--- config.mk ---
export PLATFORM = sky130hd
export DESIGN_NAME = twiddle_sequencer_flat
export DESIGN_NICKNAME = d
export VERILOG_FILES = /design/src/rtl/twiddle_sequencer_pkg.sv /design/src/rtl/twiddle_sequencer_if.sv /design/src/rtl/twiddle_rom.sv /design/src/rtl/twiddle_sequencer.sv /design/src/flat_wrapper.sv
export SDC_FILE = /design/constraint.sdc
export NUM_CORES = 1
export LEC_CHECK = 0
export CAP_MARGIN = 20
export CORE_MARGIN = 3
export CORE_UTILIZATION = 44
export CTS_CLUSTER_SIZE = 30
export DETAILED_ROUTE_END_ITERATION = 8
export PLACE_DENSITY = 0.79
export SLEW_MARGIN = 5
export SYNTH_ARGS = -nofsm -noshare
export SYNTH_HDL_FRONTEND = slang
export SYNTH_SLANG_ARGS = --single-unit
--- constraint.sdc ---
create_clock -name clk -period 2.66 [get_ports clk]
set_clock_uncertainty 0.2 [all_clocks]
set_input_delay 0.798 -clock clk [delete_from_list [all_inputs] [get_ports clk]]
set_output_delay 0.798 -clock clk [all_outputs]
set_load 0.1 [all_outputs]
--- src/rtl/twiddle_sequencer_pkg.sv ---
// Shared constants for the 16-point SDF FFT twiddle path: default widths,
// the W16^e table for e = 0..9 and the sequencer state type.
package fft_pkg;

  localparam int WIDTH_DEF       = 16;
  localparam int FIXED_POINT_DEF = 11;

  // round(2^11 * cos(2*pi*e/16)) and round(-2^11 * sin(2*pi*e/16)), e = 0..9
  localparam logic signed [15:0] TW_RE [10] = '{
    16'sd2048, 16'sd1892, 16'sd1448, 16'sd784, 16'sd0,
    -16'sd784, -16'sd1448, -16'sd1892, -16'sd2048, -16'sd1892
  };
  localparam logic signed [15:0] TW_IM [10] = '{
    16'sd0, -16'sd784, -16'sd1448, -16'sd1892, -16'sd2048,
    -16'sd1892, -16'sd1448, -16'sd784, 16'sd0, 16'sd784
  };

  typedef enum logic {
    IDLE = 1'b0,
    RUN  = 1'b1
  } state_t;

  function automatic logic [1:0] brev2(input logic [1:0] q);
    return {q[0], q[1]};
  endfunction

endpackage

--- src/rtl/twiddle_sequencer_if.sv ---
// Sample-in / multiplier-feed bundle between the first butterfly pair and
// the complex multiplier.
interface twiddle_sequencer_if
  import fft_pkg::*;
#(
  parameter int WIDTH = WIDTH_DEF
);
  logic                    In_Valid;
  logic                    Frame_Start;
  logic signed [WIDTH-1:0] In_Re;
  logic signed [WIDTH-1:0] In_Im;
  logic                    Out_Valid;
  logic signed [WIDTH-1:0] Data_Re;
  logic signed [WIDTH-1:0] Data_Im;
  logic signed [WIDTH-1:0] Tw_Re;
  logic signed [WIDTH-1:0] Tw_Im;
  logic                    Mul_Enable;
  logic                    Frame_Done;
  logic                    Resync;

  modport master (
    output In_Valid, Frame_Start, In_Re, In_Im,
    input  Out_Valid, Data_Re, Data_Im, Tw_Re, Tw_Im, Mul_Enable, Frame_Done, Resync
  );

  modport slave (
    input  In_Valid, Frame_Start, In_Re, In_Im,
    output Out_Valid, Data_Re, Data_Im, Tw_Re, Tw_Im, Mul_Enable, Frame_Done, Resync
  );
endinterface

--- src/rtl/twiddle_rom.sv ---
// Combinational W16^e lookup; exponents outside 0..9 never occur in a
// radix-2^2 16-point frame and fall back to W16^0.
module twiddle_rom
  import fft_pkg::*;
#(
  parameter int WIDTH = WIDTH_DEF
) (
  input  logic [3:0]              e,
  output logic signed [WIDTH-1:0] tw_re,
  output logic signed [WIDTH-1:0] tw_im
);

  always_comb begin
    tw_re = WIDTH'(TW_RE[0]);
    tw_im = WIDTH'(TW_IM[0]);
    if (e < 4'd10) begin
      tw_re = WIDTH'(TW_RE[e]);
      tw_im = WIDTH'(TW_IM[e]);
    end
  end

endmodule

--- src/rtl/twiddle_sequencer.sv ---
// Frame index counter, twiddle exponent derivation and aligned output
// registers feeding the complex multiplier of the 16-point SDF FFT.
module twiddle_sequencer
  import fft_pkg::*;
#(
  parameter int WIDTH       = WIDTH_DEF,
  parameter int FIXED_POINT = FIXED_POINT_DEF
) (
  input logic                clk,
  input logic                rst,
  twiddle_sequencer_if.slave io
);

  if (FIXED_POINT != 11) begin : g_fixed_point_check
    $error("twiddle_sequencer: twiddle ROM is defined only for FIXED_POINT = 11");
  end

  state_t                  state_q, state_d;
  logic [3:0]              idx_q, idx_d;
  logic                    vld_p0, fs_p0;
  logic [3:0]              cur_idx_p0, exp_p0;
  logic signed [WIDTH-1:0] rom_re_p0, rom_im_p0;
  logic                    vld_p1, frame_done_p1, resync_p1;
  logic signed [WIDTH-1:0] data_re_p1, data_im_p1, tw_re_p1, tw_im_p1;

  assign vld_p0 = io.In_Valid;
  assign fs_p0  = io.In_Valid & io.Frame_Start;

  // A qualified Frame_Start forces the current sample to index 0.
  always_comb begin
    cur_idx_p0 = idx_q;
    if (fs_p0 || state_q == IDLE) cur_idx_p0 = 4'd0;
    exp_p0 = {2'b00, brev2(cur_idx_p0[3:2])} * {2'b00, cur_idx_p0[1:0]};
  end

  twiddle_rom #(.WIDTH(WIDTH)) u_rom (
    .e     (exp_p0),
    .tw_re (rom_re_p0),
    .tw_im (rom_im_p0)
  );

  always_ff @(posedge clk or negedge rst) begin
    if (!rst) begin
      state_q <= IDLE;
      idx_q   <= 4'd0;
    end else begin
      state_q <= state_d;
      idx_q   <= idx_d;
    end
  end

  always_comb begin
    state_d = state_q;
    idx_d   = idx_q;
    case (state_q)
      IDLE: begin
        if (vld_p0) begin
          state_d = RUN;
          idx_d   = 4'd1;
        end
      end
      RUN: begin
        if (vld_p0) idx_d = cur_idx_p0 + 4'd1;
      end
      default: state_d = IDLE;
    endcase
  end

  // p0 -> p1: data and twiddle load only on valid samples and hold otherwise.
  always_ff @(posedge clk or negedge rst) begin
    if (!rst) begin
      vld_p1        <= 1'b0;
      frame_done_p1 <= 1'b0;
      resync_p1     <= 1'b0;
      data_re_p1    <= '0;
      data_im_p1    <= '0;
      tw_re_p1      <= WIDTH'(TW_RE[0]);
      tw_im_p1      <= WIDTH'(TW_IM[0]);
    end else begin
      vld_p1        <= vld_p0;
      frame_done_p1 <= vld_p0 && (cur_idx_p0 == 4'd15);
      resync_p1     <= fs_p0 && (idx_q != 4'd0);
      if (vld_p0) begin
        data_re_p1 <= io.In_Re;
        data_im_p1 <= io.In_Im;
        tw_re_p1   <= rom_re_p0;
        tw_im_p1   <= rom_im_p0;
      end
    end
  end

  assign io.Out_Valid  = vld_p1;
  assign io.Mul_Enable = vld_p1;
  assign io.Frame_Done = frame_done_p1;
  assign io.Resync     = resync_p1;
  assign io.Data_Re    = data_re_p1;
  assign io.Data_Im    = data_im_p1;
  assign io.Tw_Re      = tw_re_p1;
  assign io.Tw_Im      = tw_im_p1;

endmodule
--- src/flat_wrapper.sv ---
// flat-port wrapper written by rule: the top's interface ports become plain ports
module twiddle_sequencer_flat import fft_pkg::*;
#(
  parameter int WIDTH       = WIDTH_DEF,
  parameter int FIXED_POINT = FIXED_POINT_DEF
)
  (clk, rst, io_In_Valid, io_Frame_Start, io_In_Re, io_In_Im, io_Out_Valid, io_Data_Re, io_Data_Im, io_Tw_Re, io_Tw_Im, io_Mul_Enable, io_Frame_Done, io_Resync);
  twiddle_sequencer_if #(.WIDTH(WIDTH)) io_i ();
  input logic clk;
  input logic rst;
  input wire logic [$bits(io_i.In_Valid)-1:0] io_In_Valid;
  input wire logic [$bits(io_i.Frame_Start)-1:0] io_Frame_Start;
  input wire logic [$bits(io_i.In_Re)-1:0] io_In_Re;
  input wire logic [$bits(io_i.In_Im)-1:0] io_In_Im;
  output wire logic [$bits(io_i.Out_Valid)-1:0] io_Out_Valid;
  output wire logic [$bits(io_i.Data_Re)-1:0] io_Data_Re;
  output wire logic [$bits(io_i.Data_Im)-1:0] io_Data_Im;
  output wire logic [$bits(io_i.Tw_Re)-1:0] io_Tw_Re;
  output wire logic [$bits(io_i.Tw_Im)-1:0] io_Tw_Im;
  output wire logic [$bits(io_i.Mul_Enable)-1:0] io_Mul_Enable;
  output wire logic [$bits(io_i.Frame_Done)-1:0] io_Frame_Done;
  output wire logic [$bits(io_i.Resync)-1:0] io_Resync;
  assign io_i.In_Valid = io_In_Valid;
  assign io_i.Frame_Start = io_Frame_Start;
  assign io_i.In_Re = io_In_Re;
  assign io_i.In_Im = io_In_Im;
  assign io_Out_Valid = io_i.Out_Valid;
  assign io_Data_Re = io_i.Data_Re;
  assign io_Data_Im = io_i.Data_Im;
  assign io_Tw_Re = io_i.Tw_Re;
  assign io_Tw_Im = io_i.Tw_Im;
  assign io_Mul_Enable = io_i.Mul_Enable;
  assign io_Frame_Done = io_i.Frame_Done;
  assign io_Resync = io_i.Resync;
  twiddle_sequencer #(.WIDTH(WIDTH), .FIXED_POINT(FIXED_POINT)) u_core (.clk(clk), .rst(rst), .io(io_i));
endmodule
==> flow_results.org, run 1 <==
** Outcome
- The flow ran to the end, but the final reports show violations.
- The checks that failed: DRC.

** Routing
- Post-DR vias/cell :: 5.022
- Count of antenna-violating nets left after detailed routing :: 0
- Vias after detailed routing :: ~2,100
- Residual DRC :: 2
- For this run, the detailed router's first-pass iteration total came to 6.
- Initial drt markers :: 92
- After detailed routing, the total wire length is 6.245 mm.
- Wire per inst :: 14.98 µm

** Floorplan
- After floorplanning, the core was sized to cover around 6000 µm².
- Overall die height :: 85.51 µm
- In this run the horizontal extent of the chip is 85.51 µm.
- The initial utilization of the core area, before any placement, comes to 0.4616.
- Ports :: approximately 100
- The floorplan has 28 rows.
- The die covers around 7300 µm².

** Clock network
- CTS built an H-tree with a depth of 3.
- CTS tree :: yes
- Sinks on Clock Net :: 59
- CTS clock-pin slew for the worst setup and hold paths :: about 70 ps
- For this design, the CTS-stage hold fixing added 0 buffers.
- The number of clock buffers added by TritonCTS is 9.
- Number of buffers between clock root and the deepest sink :: 2
- For the worst-skew pair, the clock arrives at the later sink with an insertion delay of 330 ps.
- Clock root buffer :: sky130_fd_sc_hd__clkbuf_8

** Setup path
- Crit path arrival time :: 2550 ps
- STA puts the critical path data required time at 2680 ps.
- Counting stages on the worst path, the most repeated cell is sky130_fd_sc_hd__ha_4.
- Max incr delay on CP :: 310 ps
- On the critical path, the stage with the largest delay is an instance of sky130_fd_sc_hd__o32ai_1.
- Biggest fanout along the worst timing path :: 6
- Cells along the critical path :: dlygate4sd2_1 -> a21boi_4 -> and3_1 -> ha_4 -> ha_4 -> o21ai_2 -> nand2_1 -> o32ai_1
- The critical path in this run is classified as in2reg.
- Startpoint type of the worst setup path :: input port
- The worst setup path is captured at a register.

** Pwr
- VDD sags by at most approximately 950 µV.
- Sequential power share :: 0.262
- Of the total power, the clock network draws 0.179.
- Switching portion of total power :: 0.5248
- Dividing total power by cell area gives a power density of 1170 nW/µm².
- Internal power component :: between 2 and 2.5 mW
- Sw power :: between 2 and 2.5 mW
- Leakage component of the power :: 1.863 nW
- Of the total power, combinational logic draws 0.558.

** Timing
- Post-route worst hold slack :: 233.1 ps
- The routed design could run at a clock period as short as roughly 2500 ps.
- Number of hold violations in the final report :: 0
- Setup violations remaining at the end of the flow were counted as 0.
- Setup repair after global routing missed its margin :: false
- Headroom to the max-slew limit :: 0.5671
- Ratio of final minimum period to clock period :: 0.9497
- Number of pins exceeding their max-slew limit in the final report :: 0
- Based on the critical path, the design can be clocked at up to 395.8 MHz.
- Slew at the pin with the worst max-slew slack :: roughly 650 ps

** Place
- Placed Cells :: 401
- In this run the tool buffered the top-level ports with a little under 100 buffer cells.
- Placed wire-length estimate after detailed placement :: 4.702 mm
- Once placement finished, the instance area stood at about 3800 µm².
- The congestion estimate from routability-driven global placement came to 0.8285.

** Cells and area
- Post-layout instance count excluding filler cells :: about 420
- Relative to the synthesized area, the layout overhead comes to 43.99%.
- Antenna diode instance count :: 0
- Leaving out fill and tap cells, the most frequent cell in the layout is sky130_fd_sc_hd__buf_4.
- Share of cells above drive strength 1 :: 0.4591
- Commonest cells after routing, fill and taps aside :: sky130_fd_sc_hd__buf_4 (91), sky130_fd_sc_hd__dfrtp_1 (58), sky130_fd_sc_hd__mux2_2 (33)
- After the last flow step, the layout net total stands at around 380.
- At the end of the flow the core is filled with cells to 0.6647.
- Final cell area excluding filler cells :: 4005 µm²

** Global route
- The first global-routing pass estimated a little over 10 mm of wire.
- Global routing met3 resource utilization :: 0.03362
- Entering global routing, the biggest net connects 59 pins.
- Gr busiest metal :: met2
- Number of global-route vias before repair :: 2,093
- In the global route stage, overall resource usage came out at 0.1778.
- For met2 alone, demand over resource in global routing was 0.2945.
- The total overflow left after global routing is 0.
- The initial antenna violation count came to 0.
- Met1 Usage GRT :: 0.2273

** Synthesis
- The synthesized netlist occupies a cell area of between 2000 and 3000 µm².
- Of all flip-flops after synthesis, the portion carrying an async set or reset was 1.000.
- The share of the Yosys chip area taken by registers is 0.5313.
- Flop and latch count out of synthesis :: a little under 60
- Count of unique library cells instantiated by Yosys :: 45
- Count of mapped cells out of synthesis :: 223
- Avg Inst Size Synth :: roughly 12 µm²
- Flip-flop cell with the highest count after synthesis :: sky130_fd_sc_hd__dfrtp_1
- Yosys printed 0 warnings.
- Counting flops with a built-in enable in the synthesized netlist gives 0.

** Run
- Max-cap violations in this run came to 0.

** Min path
- Class of the most critical hold timing path :: in2async
critical path, delay by kind of cell:
| family | cells | cell delay (ps) |
|---|---|---|
| buffers and inverters | 1 | 270 |
| adders and majority gates | 2 | 370 |
| AOI/OAI and AO/OA | 3 | 720 |
| and+or+nand+nor | 2 | 390 |
cell usage after synthesis, drive strengths merged (2+ instances only):
| cell type | count | share of area |
|---|---|---|
| o21ai | 7 | 0.013 |
| a21oi | 3 | 0.0054 |
| dfrtp | 58 | 0.52 |
| o32ai | 5 | 0.016 |
| o2bb2ai | 7 | 0.022 |
| and3 | 3 | 0.0076 |
| mux2 | 33 | 0.13 |
| o211ai | 2 | 0.0054 |
| nand4 | 2 | 0.0099 |
| and2 | 3 | 0.0072 |
| buf | 27 | 0.065 |
| a32o | 3 | 0.011 |
| mux2i | 5 | 0.018 |
| nor2b | 5 | 0.011 |
| a31oi | 2 | 0.0045 |
| inv | 12 | 0.016 |
| nand2 | 10 | 0.013 |
| nor2 | 5 | 0.0067 |
| ha | 9 | 0.040 |
| nand3 | 4 | 0.0072 |
power by group through the flow:
| stage | sequential (mW) | clock [mW] | combinational [mW] |
|---|---|---|---|
| 2_1_floorplan | 2.31 | 0 | 0.995 |
| 3_3_place_gp | 1.24 | 0 | 2.60 |
| 3_5_place_dp | 1.25 | 0 | 2.63 |
| 4_1_cts | 1.23 | 0.859 | 2.63 |
| 5_1_grt | 1.26 | 0.900 | 2.72 |
| 6_report | 1.23 | 0.839 | 2.62 |
per-stage QoR:
stage / setup WS, ps / TNS (ps) / power (mW)
2_1_floorplan: 36.87 / 0 / 3.309
3_3_place_gp: -366.5 / -5598 / 3.840
3_5_place_dp: -452.5 / -7021 / 3.873
4_1_cts: 137.0 / 0 / 4.721
5_1_grt: 12.68 / 0 / 4.882
6_report: 133.8 / 0 / 4.687
routing by layer:
layer,vias to the layer above,routed length (µm)
met2,63,3217
li1,1004,-
met5,-,0
met4,0,96
met3,8,344
met1,1019,2587
logic make-up (layout without fill, tap and decap cells):
group           Yosys count  in the layout  synth area share
fa+ha+maj                 9              9           0.04049
simple gates             37             37           0.07603
buf+inv                  40            156           0.08277
xor+xnor                  1              1          0.003149
mux                      38             38            0.1516
flops                    59             59            0.5313
other cells               1              4          0.001348
compound gates           38             38            0.1134
flip-flops by register name (all words and copies together), names as in the netlist:
| register | flops |
|---|---|
| u_core.state_q | 1 |
| u_core.idx_q | 4 |
| u_core.io.Tw_Im | 9 |
| u_core.io.Tw_Re | 10 |
| u_core.io.Data_Im | 16 |
| u_core.io.Mul_Enable | 1 |
| u_core.io.Data_Re | 16 |
| u_core.io.Frame_Done | 1 |
| u_core.io.Resync | 1 |
layout make-up:
class | instances | area (µm²)
clock buffer | 11 | 151.4
timing repair buffer | 128 | 1062
tap | 75 | 93.84
inverter | 12 | 45.04
clock inverter | 5 | 61.31
sequential | 59 | 1478
multi-input combinational | 127 | 1114
fill | 475 | 2021
path summary, 6_finish.rpt:
path / from / endpoint / cells past startpoint / slack (ps)
worst max-delay path: io_Frame_Start / u_core.io.Tw_Re[2]$_DFFE_PN0P_ / 8 / 130
worst min-delay path: rst / u_core.io.Data_Re[0]$_DFFE_PN0P_ / 1 / 230
worst max register to register: u_core.state_q$_DFF_PN0_ / u_core.io.Tw_Re[2]$_DFFE_PN0P_ / 8 / 340
worst min register to register: u_core.io.Tw_Re[6]$_DFFE_PN0P_ / u_core.io.Tw_Re[6]$_DFFE_PN0P_ / 1 / 300
max in group asynchronous: rst / u_core.io.Tw_Re[11]$_DFFE_PN1P_ / 2 / 1400
min in group clk: u_core.io.Tw_Re[6]$_DFFE_PN0P_ / u_core.io.Tw_Re[6]$_DFFE_PN0P_ / 1 / 300
repair_timing:
action	4_1_cts	5_1_grt
resized for setup	1	0
endpoints found under the setup margin	9	0
setup buffers	0	0
(Power assumes the default switching activity.)
==> run 2: changes to the inputs <==
--- a/config.mk
+++ b/config.mk
@@ -5,7 +5,6 @@
 export SDC_FILE = /design/constraint.sdc
 export NUM_CORES = 1
 export LEC_CHECK = 0
-export CAP_MARGIN = 20
 export CORE_MARGIN = 3
 export CORE_UTILIZATION = 44
 export CTS_CLUSTER_SIZE = 30
==> results of run 2 <==
Same layout as run 1: the final DEF is identical, and so are final timing and power.
